## src/rtl/ping_pong_sequencer_pkg.sv

```systemverilog
// Shared lab3 definitions: sequencer state encodings and ping-pong counter endpoints.
// latency: n/a; backpressure: n/a.
package ping_pong_sequencer_pkg;

  typedef enum logic [2:0] {
    IDLE  = 3'd0,
    CLEAR = 3'd1,
    RUN   = 3'd2,
    DWELL = 3'd3,
    DONE  = 3'd4
  } state_t;

  localparam logic [3:0] CNT_MAX = 4'hF;
  localparam logic [3:0] CNT_MIN = 4'h0;

  // A fresh counter sits at 0 heading up; only a down-going 0 is a turnaround.
  function automatic logic is_bounce(input logic [3:0] cnt, input logic dir_up);
    return (cnt == CNT_MAX) || ((cnt == CNT_MIN) && !dir_up);
  endfunction

endpackage

```

## src/rtl/ping_pong_sequencer_tick_divider.sv

```systemverilog
// Free-running divide-by-DIV prescaler; tick is a Moore decode of the wrap cycle.
// latency: first tick DIV-1 cycles after clr; backpressure: none (clr restarts the period).
module tick_divider
  import ping_pong_sequencer_pkg::*;
#(
  parameter int DIV = 4
) (
  input  logic clk,
  input  logic rst_n,
  input  logic clr,
  output logic tick
);

  localparam int W = (DIV > 1) ? $clog2(DIV) : 1;
  localparam logic [W-1:0] LAST = W'(DIV - 1);

  logic [W-1:0] cnt;

  always_ff @(posedge clk) begin
    if (!rst_n || clr) begin
      cnt <= '0;
    end else if (cnt == LAST) begin
      cnt <= '0;
    end else begin
      cnt <= cnt + 1'b1;
    end
  end

  assign tick = (cnt == LAST);

endmodule

```

## src/rtl/ping_pong_sequencer.sv

```systemverilog
// Sequences a ping-pong counter: clear, paced strobes, dwell after each bounce, stop after MAX_BOUNCES.
// latency: start -> CLEAR next cycle, first strobe DIV cycles later; backpressure: none, stop/start pulses only.
module ping_pong_sequencer
  import ping_pong_sequencer_pkg::*;
#(
  parameter int DIV         = 4,
  parameter int DWELL_TICKS = 2,
  parameter int MAX_BOUNCES = 3
) (
  input  logic       clk,
  input  logic       rst_n,
  input  logic       start,
  input  logic       stop,
  input  logic [3:0] cnt_in,
  input  logic       dir_in,
  output logic       cnt_en,
  output logic       cnt_rst_n,
  output logic       busy,
  output logic       done,
  output logic [7:0] bounces
);

  localparam int DW = (DWELL_TICKS > 1) ? $clog2(DWELL_TICKS) : 1;
  localparam logic [DW-1:0] DWELL_LAST = DW'((DWELL_TICKS > 0) ? DWELL_TICKS - 1 : 0);
  localparam logic [7:0] MAX_B = 8'(MAX_BOUNCES);

  state_t        state, state_nxt;
  logic [DW-1:0] dwell_cnt, dwell_nxt;
  logic [7:0]    bounces_q, bounces_nxt, bounces_inc;
  logic          tick, div_clr, bounce;

  // Prescaler only runs in RUN/DWELL so every RUN entry begins a fresh period.
  assign div_clr = (state == IDLE) || (state == CLEAR) || (state == DONE);

  tick_divider #(.DIV(DIV)) u_tick_divider (
    .clk   (clk),
    .rst_n (rst_n),
    .clr   (div_clr),
    .tick  (tick)
  );

  assign cnt_en      = (state == RUN) && tick;
  assign cnt_rst_n   = (state != CLEAR);
  assign busy        = (state == CLEAR) || (state == RUN) || (state == DWELL);
  assign done        = (state == DONE);
  assign bounces     = bounces_q;
  assign bounce      = cnt_en && is_bounce(cnt_in, dir_in);
  assign bounces_inc = bounces_q + 8'd1;

  always_comb begin
    state_nxt   = state;
    dwell_nxt   = dwell_cnt;
    bounces_nxt = bounces_q;
    case (state)
      IDLE: begin
        if (start) state_nxt = CLEAR;
      end
      CLEAR: begin
        state_nxt = stop ? IDLE : RUN;
      end
      RUN: begin
        if (stop) begin
          state_nxt = IDLE;
        end else if (start) begin
          state_nxt = CLEAR;
        end else if (bounce) begin
          bounces_nxt = bounces_inc;
          if (bounces_inc == MAX_B) begin
            state_nxt = DONE;
          end else if (DWELL_TICKS != 0) begin
            state_nxt = DWELL;
          end
        end
      end
      DWELL: begin
        if (stop) begin
          state_nxt = IDLE;
        end else if (start) begin
          state_nxt = CLEAR;
        end else if (tick) begin
          if (dwell_cnt == DWELL_LAST) begin
            state_nxt = RUN;
          end else begin
            dwell_nxt = dwell_cnt + 1'b1;
          end
        end
      end
      DONE: begin
        if (start) state_nxt = CLEAR;
      end
      default: state_nxt = IDLE;
    endcase
    // Cleared on entry so the count already reads 0 during the CLEAR cycle.
    if (state_nxt == CLEAR) bounces_nxt = '0;
    if (state_nxt != DWELL) dwell_nxt = '0;
  end

  always_ff @(posedge clk) begin
    if (!rst_n) begin
      state     <= IDLE;
      dwell_cnt <= '0;
      bounces_q <= '0;
    end else begin
      state     <= state_nxt;
      dwell_cnt <= dwell_nxt;
      bounces_q <= bounces_nxt;
    end
  end

endmodule

```

## config.mk

```make
export PLATFORM = sky130hd
export DESIGN_NAME = ping_pong_sequencer
export DESIGN_NICKNAME = d
export VERILOG_FILES = /design/src/rtl/ping_pong_sequencer_pkg.sv /design/src/rtl/ping_pong_sequencer_tick_divider.sv /design/src/rtl/ping_pong_sequencer.sv
export SDC_FILE = /design/constraint.sdc
export NUM_CORES = 1
export LEC_CHECK = 0
export ABC_CLOCK_PERIOD_IN_PS = 1900
export BUFFER_PORTS_ARGS = -buffer_cell sky130_fd_sc_hd__buf_4
export CORE_ASPECT_RATIO = 0.9
export CORE_MARGIN = 5
export CORE_UTILIZATION = 39
export CTS_CLUSTER_SIZE = 8
export DETAILED_ROUTE_END_ITERATION = 6
export PLACE_DENSITY = 0.66
export SLEW_MARGIN = 10
export SYNTH_ARGS = -nofsm -noshare
export SYNTH_HDL_FRONTEND = slang
export SYNTH_SLANG_ARGS = --single-unit
```

## constraint.sdc

```tcl
create_clock -name clk -period 1.9 [get_ports clk]
set_input_delay 0.095 -clock clk [delete_from_list [all_inputs] [get_ports clk]]
set_output_delay 0.095 -clock clk [all_outputs]
set_load 0.1 [all_outputs]
```

==> out/results.md <==
| Item | Value |
|---|---|
| Area post-placement | 0.001062 sq mm |
| Reported leakage power | 0.4279 nW |
| Combined flip-flop and latch cell area | 304.0 sq um |
| Clock transition time at the flip-flop clock pins of the worst setup and hold paths | 0.08 ns |
| Power density normalized to cell area | 538.7 mW/mm^2 |
| Actual slew at the worst max-slew pin | 0.3545 ns |
| Core region area | 0.001952 sq mm |
| Buffers inserted during post-CTS setup optimization | 0 |
| CTS Hold Buffers Added | 0 |
| Mapped Cells | 97 |
| First-pass GRT wire length | 3.160 mm |
| Core utilization of the finished layout | 56.28% |
| Clock root buffer master | sky130_fd_sc_hd__clkbuf_4 |
| Remaining antenna violation count after routing | 0 |
| Unrepaired setup endpoints after global routing | no |
| Number of slew-limit violations in the final report | 0 |
| Antenna violations before repair | 0 |
| Dpl ws | 0.2080 ns |
| Top cell types by occurrence after synthesis | sky130_fd_sc_hd__nor2_1, sky130_fd_sc_hd__dfxtp_1, sky130_fd_sc_hd__xor2_1 |
| Total CTS buffers | 3 |
| Overflow left after global routing | 0 |
| Number of nets in the final layout | 136 |
| Worst slew margin relative to its limit | 76.36% |
| Clock latency on the worst-skew pair | 0.28 ns |
| Total global routing track utilization | 13.62% |
| Period utilization | 90.17% |
| Average cell area after synthesis | 8.346 sq um |
| Width of the die | 58.03 um |
| Layout Area Growth over Synthesis | 35.70% |
| Sum of negative setup slack | 0 ns |
| Worst setup slack after layout | 0.1868 ns |
| Weighted congestion reported at the end of routability-driven placement | 0.7703 |
| Overall via count from detail_route | 780 |
| Post-synth top flop | sky130_fd_sc_hd__dfxtp_1 |
| Largest fanout of any net on the critical path | 5 |
| Final Hold Slack | 0.1111 ns |
| Element type at the critical path start | flip-flop |
| Asr flop ratio synth | 0% |
| Area contributors post-synth | sky130_fd_sc_hd__dfxtp_1, sky130_fd_sc_hd__nor2_1, sky130_fd_sc_hd__xor2_1 |
| Reported max-cap violation count | 0 |
| Endpoint class of the critical path | flip-flop |
| HPWL after detailed placement | 1.393 mm |
| Initial Util | 41.47% |
| Delay of the slowest critical-path stage | 0.46 ns |
| Die height | 53.22 um |
| Mean number of vias per cell | 5.270 |
| Final Instance Area | 0.001099 sq mm |
| Number of H-tree levels | 1 |
| Setup violations, final | 0 |
| Synth area leader | sky130_fd_sc_hd__dfxtp_1 |
| Antenna cells | 0 |
| Post-cts resize count | 0 |
| Port Buffer Count | 20 |
| Cell with the biggest individual delay on the critical path | sky130_fd_sc_hd__or4b_1 |
| YS warnings | 0 |
| Top achievable clock speed | 0.5837 GHz |
| Arrival time of data at the critical path endpoint | 1.86 ns |
| Synthesized Nets | 109 |
| Area fraction of the dominant cell type after synthesis | 34.62% |
| Cells traversed along the worst timing path | nand2_1 > nor2_4 > or4b_1 > a311oi_2 > a21oi_1 |
| Remaining design rule violation count | 0 |
| IO Pins | 21 |
| Max clock buf depth | 2 |
| Fraction of final layout cells sized beyond drive strength 1 | 38.21% |
| Clock tree from TritonCTS | done |
| Most frequent cell after synthesis | sky130_fd_sc_hd__nor2_1 |
| Post-Route Skew | 0.004851 ns |
| Proportion of synthesized chip area in sequential cells | 34.62% |
| Hold crit path type | in2reg |
| Synth cell types | 34 |
| Category of the most critical setup path | reg2reg |
| # rows | 15 |
| Area occupied by multi-input gates | 539.3 sq um |
| Post-Syn Area | 809.5 sq um |
| Clock Sink Count | 14 |
| Number of endpoints with negative hold slack in the final report | 0 |
| Worst endpoint required time | 2.05 ns |
| Maximum VDD drop | 327.7 uV |
| Number of fill cells | 190 |
| Total Routed Length | 1.796 mm |
| Detailed-router iteration count before antenna repair | 4 |
| Number of global-route vias before repair | 689 |
| Die area | 0.003088 sq mm |
| Initial DRC Count | 23 |
| Average wire length per cell after detail routing | 12.14 um |
| Post-layout minimum cycle time | 1.713 ns |
| Largest net degree at the start of global routing | 10 |
| EDFF count, synth | 0 |
| Flops & latches, synth | 14 |
| Outcome | finished, final reports clean |
-- final cells by class --
cell class                      count  share of cell area, %
Timing Repair Buffer               23                  15.72
Inverter                            4                  1.367
Sequential cell                    14                  27.68
Tap cell                           25                  2.847
Multi-Input combinational cell     78                  49.09
Clock buffer                        4                  3.303
-- worst max-delay path: cells and delay by family (launching register included) --
kind | cells | cell delay, ns
simple gates | 3 | 0.75
compound gates | 2 | 0.46
flops | 1 | 0.37
-- routing by layer --
layer  up-vias  share of wire [%]  track usage (%)
li1        402                  -                -
met1       361                 48            17.88
met2        15                 46            20.11
met3         2                5.2            5.366
met4         0                1.1            4.633
met5         -                  0                0
-- kinds of logic after synthesis --
family | Yosys count | synth area share [%]
AND/OR/NAND/NOR | 49 | 34.62
flip-flops | 14 | 34.62
buffers and inverters | 5 | 2.317
adder cells (fa/ha/maj) | 3 | 4.637
AO/OA/AOI/OAI | 17 | 14.07
XOR/XNOR | 9 | 9.738
-- cell usage in the layout, fill, tap and decap left out, drive strengths merged, types with 2 or more instances in the layout --
master,count
buf,23
nor2,16
dfxtp,14
xor2,6
nand3,6
o21ai,6
nand4,5
a21oi,5
inv,4
nand2,4
clkbuf,4
xnor2,3
and2,3
nor3,3
and3,3
ha,3
nor2b,2
nor4b,2
-- registers in the layout, summed over array words and instances (netlist names) --
register,count
dwell_cnt,1
state,3
u_tick_divider.cnt,2
bounces,8
-- per-stage QoR --
stage	power (mW)	instances
floorplan	0.3582	97
global placement	0.3895	144
detailed placement	0.3905	144
CTS	0.6048	148
global route	0.6287	148
finish	0.5918	148
-- power by group --
group	switching [mW]	leakage [nW]	internal [mW]
Combinational	0.0581	0.288	0.0290
Clock	0.0922	0.0210	0.117
Sequential	0.00660	0.119	0.289
Total	0.157	0.428	0.435
-- path summary, 6_finish.rpt --
check	start	endpoint	slack, ns	cells after the start
max reg2reg	bounces[0]	dwell_cnt	0.19	5
min reg2reg	u_tick_divider.cnt[0]	u_tick_divider.cnt[0]	0.44	1
max	bounces[0]	dwell_cnt	0.19	5
min	rst_n	state[0]	0.11	3
Power figures use the tool's default switching activity.
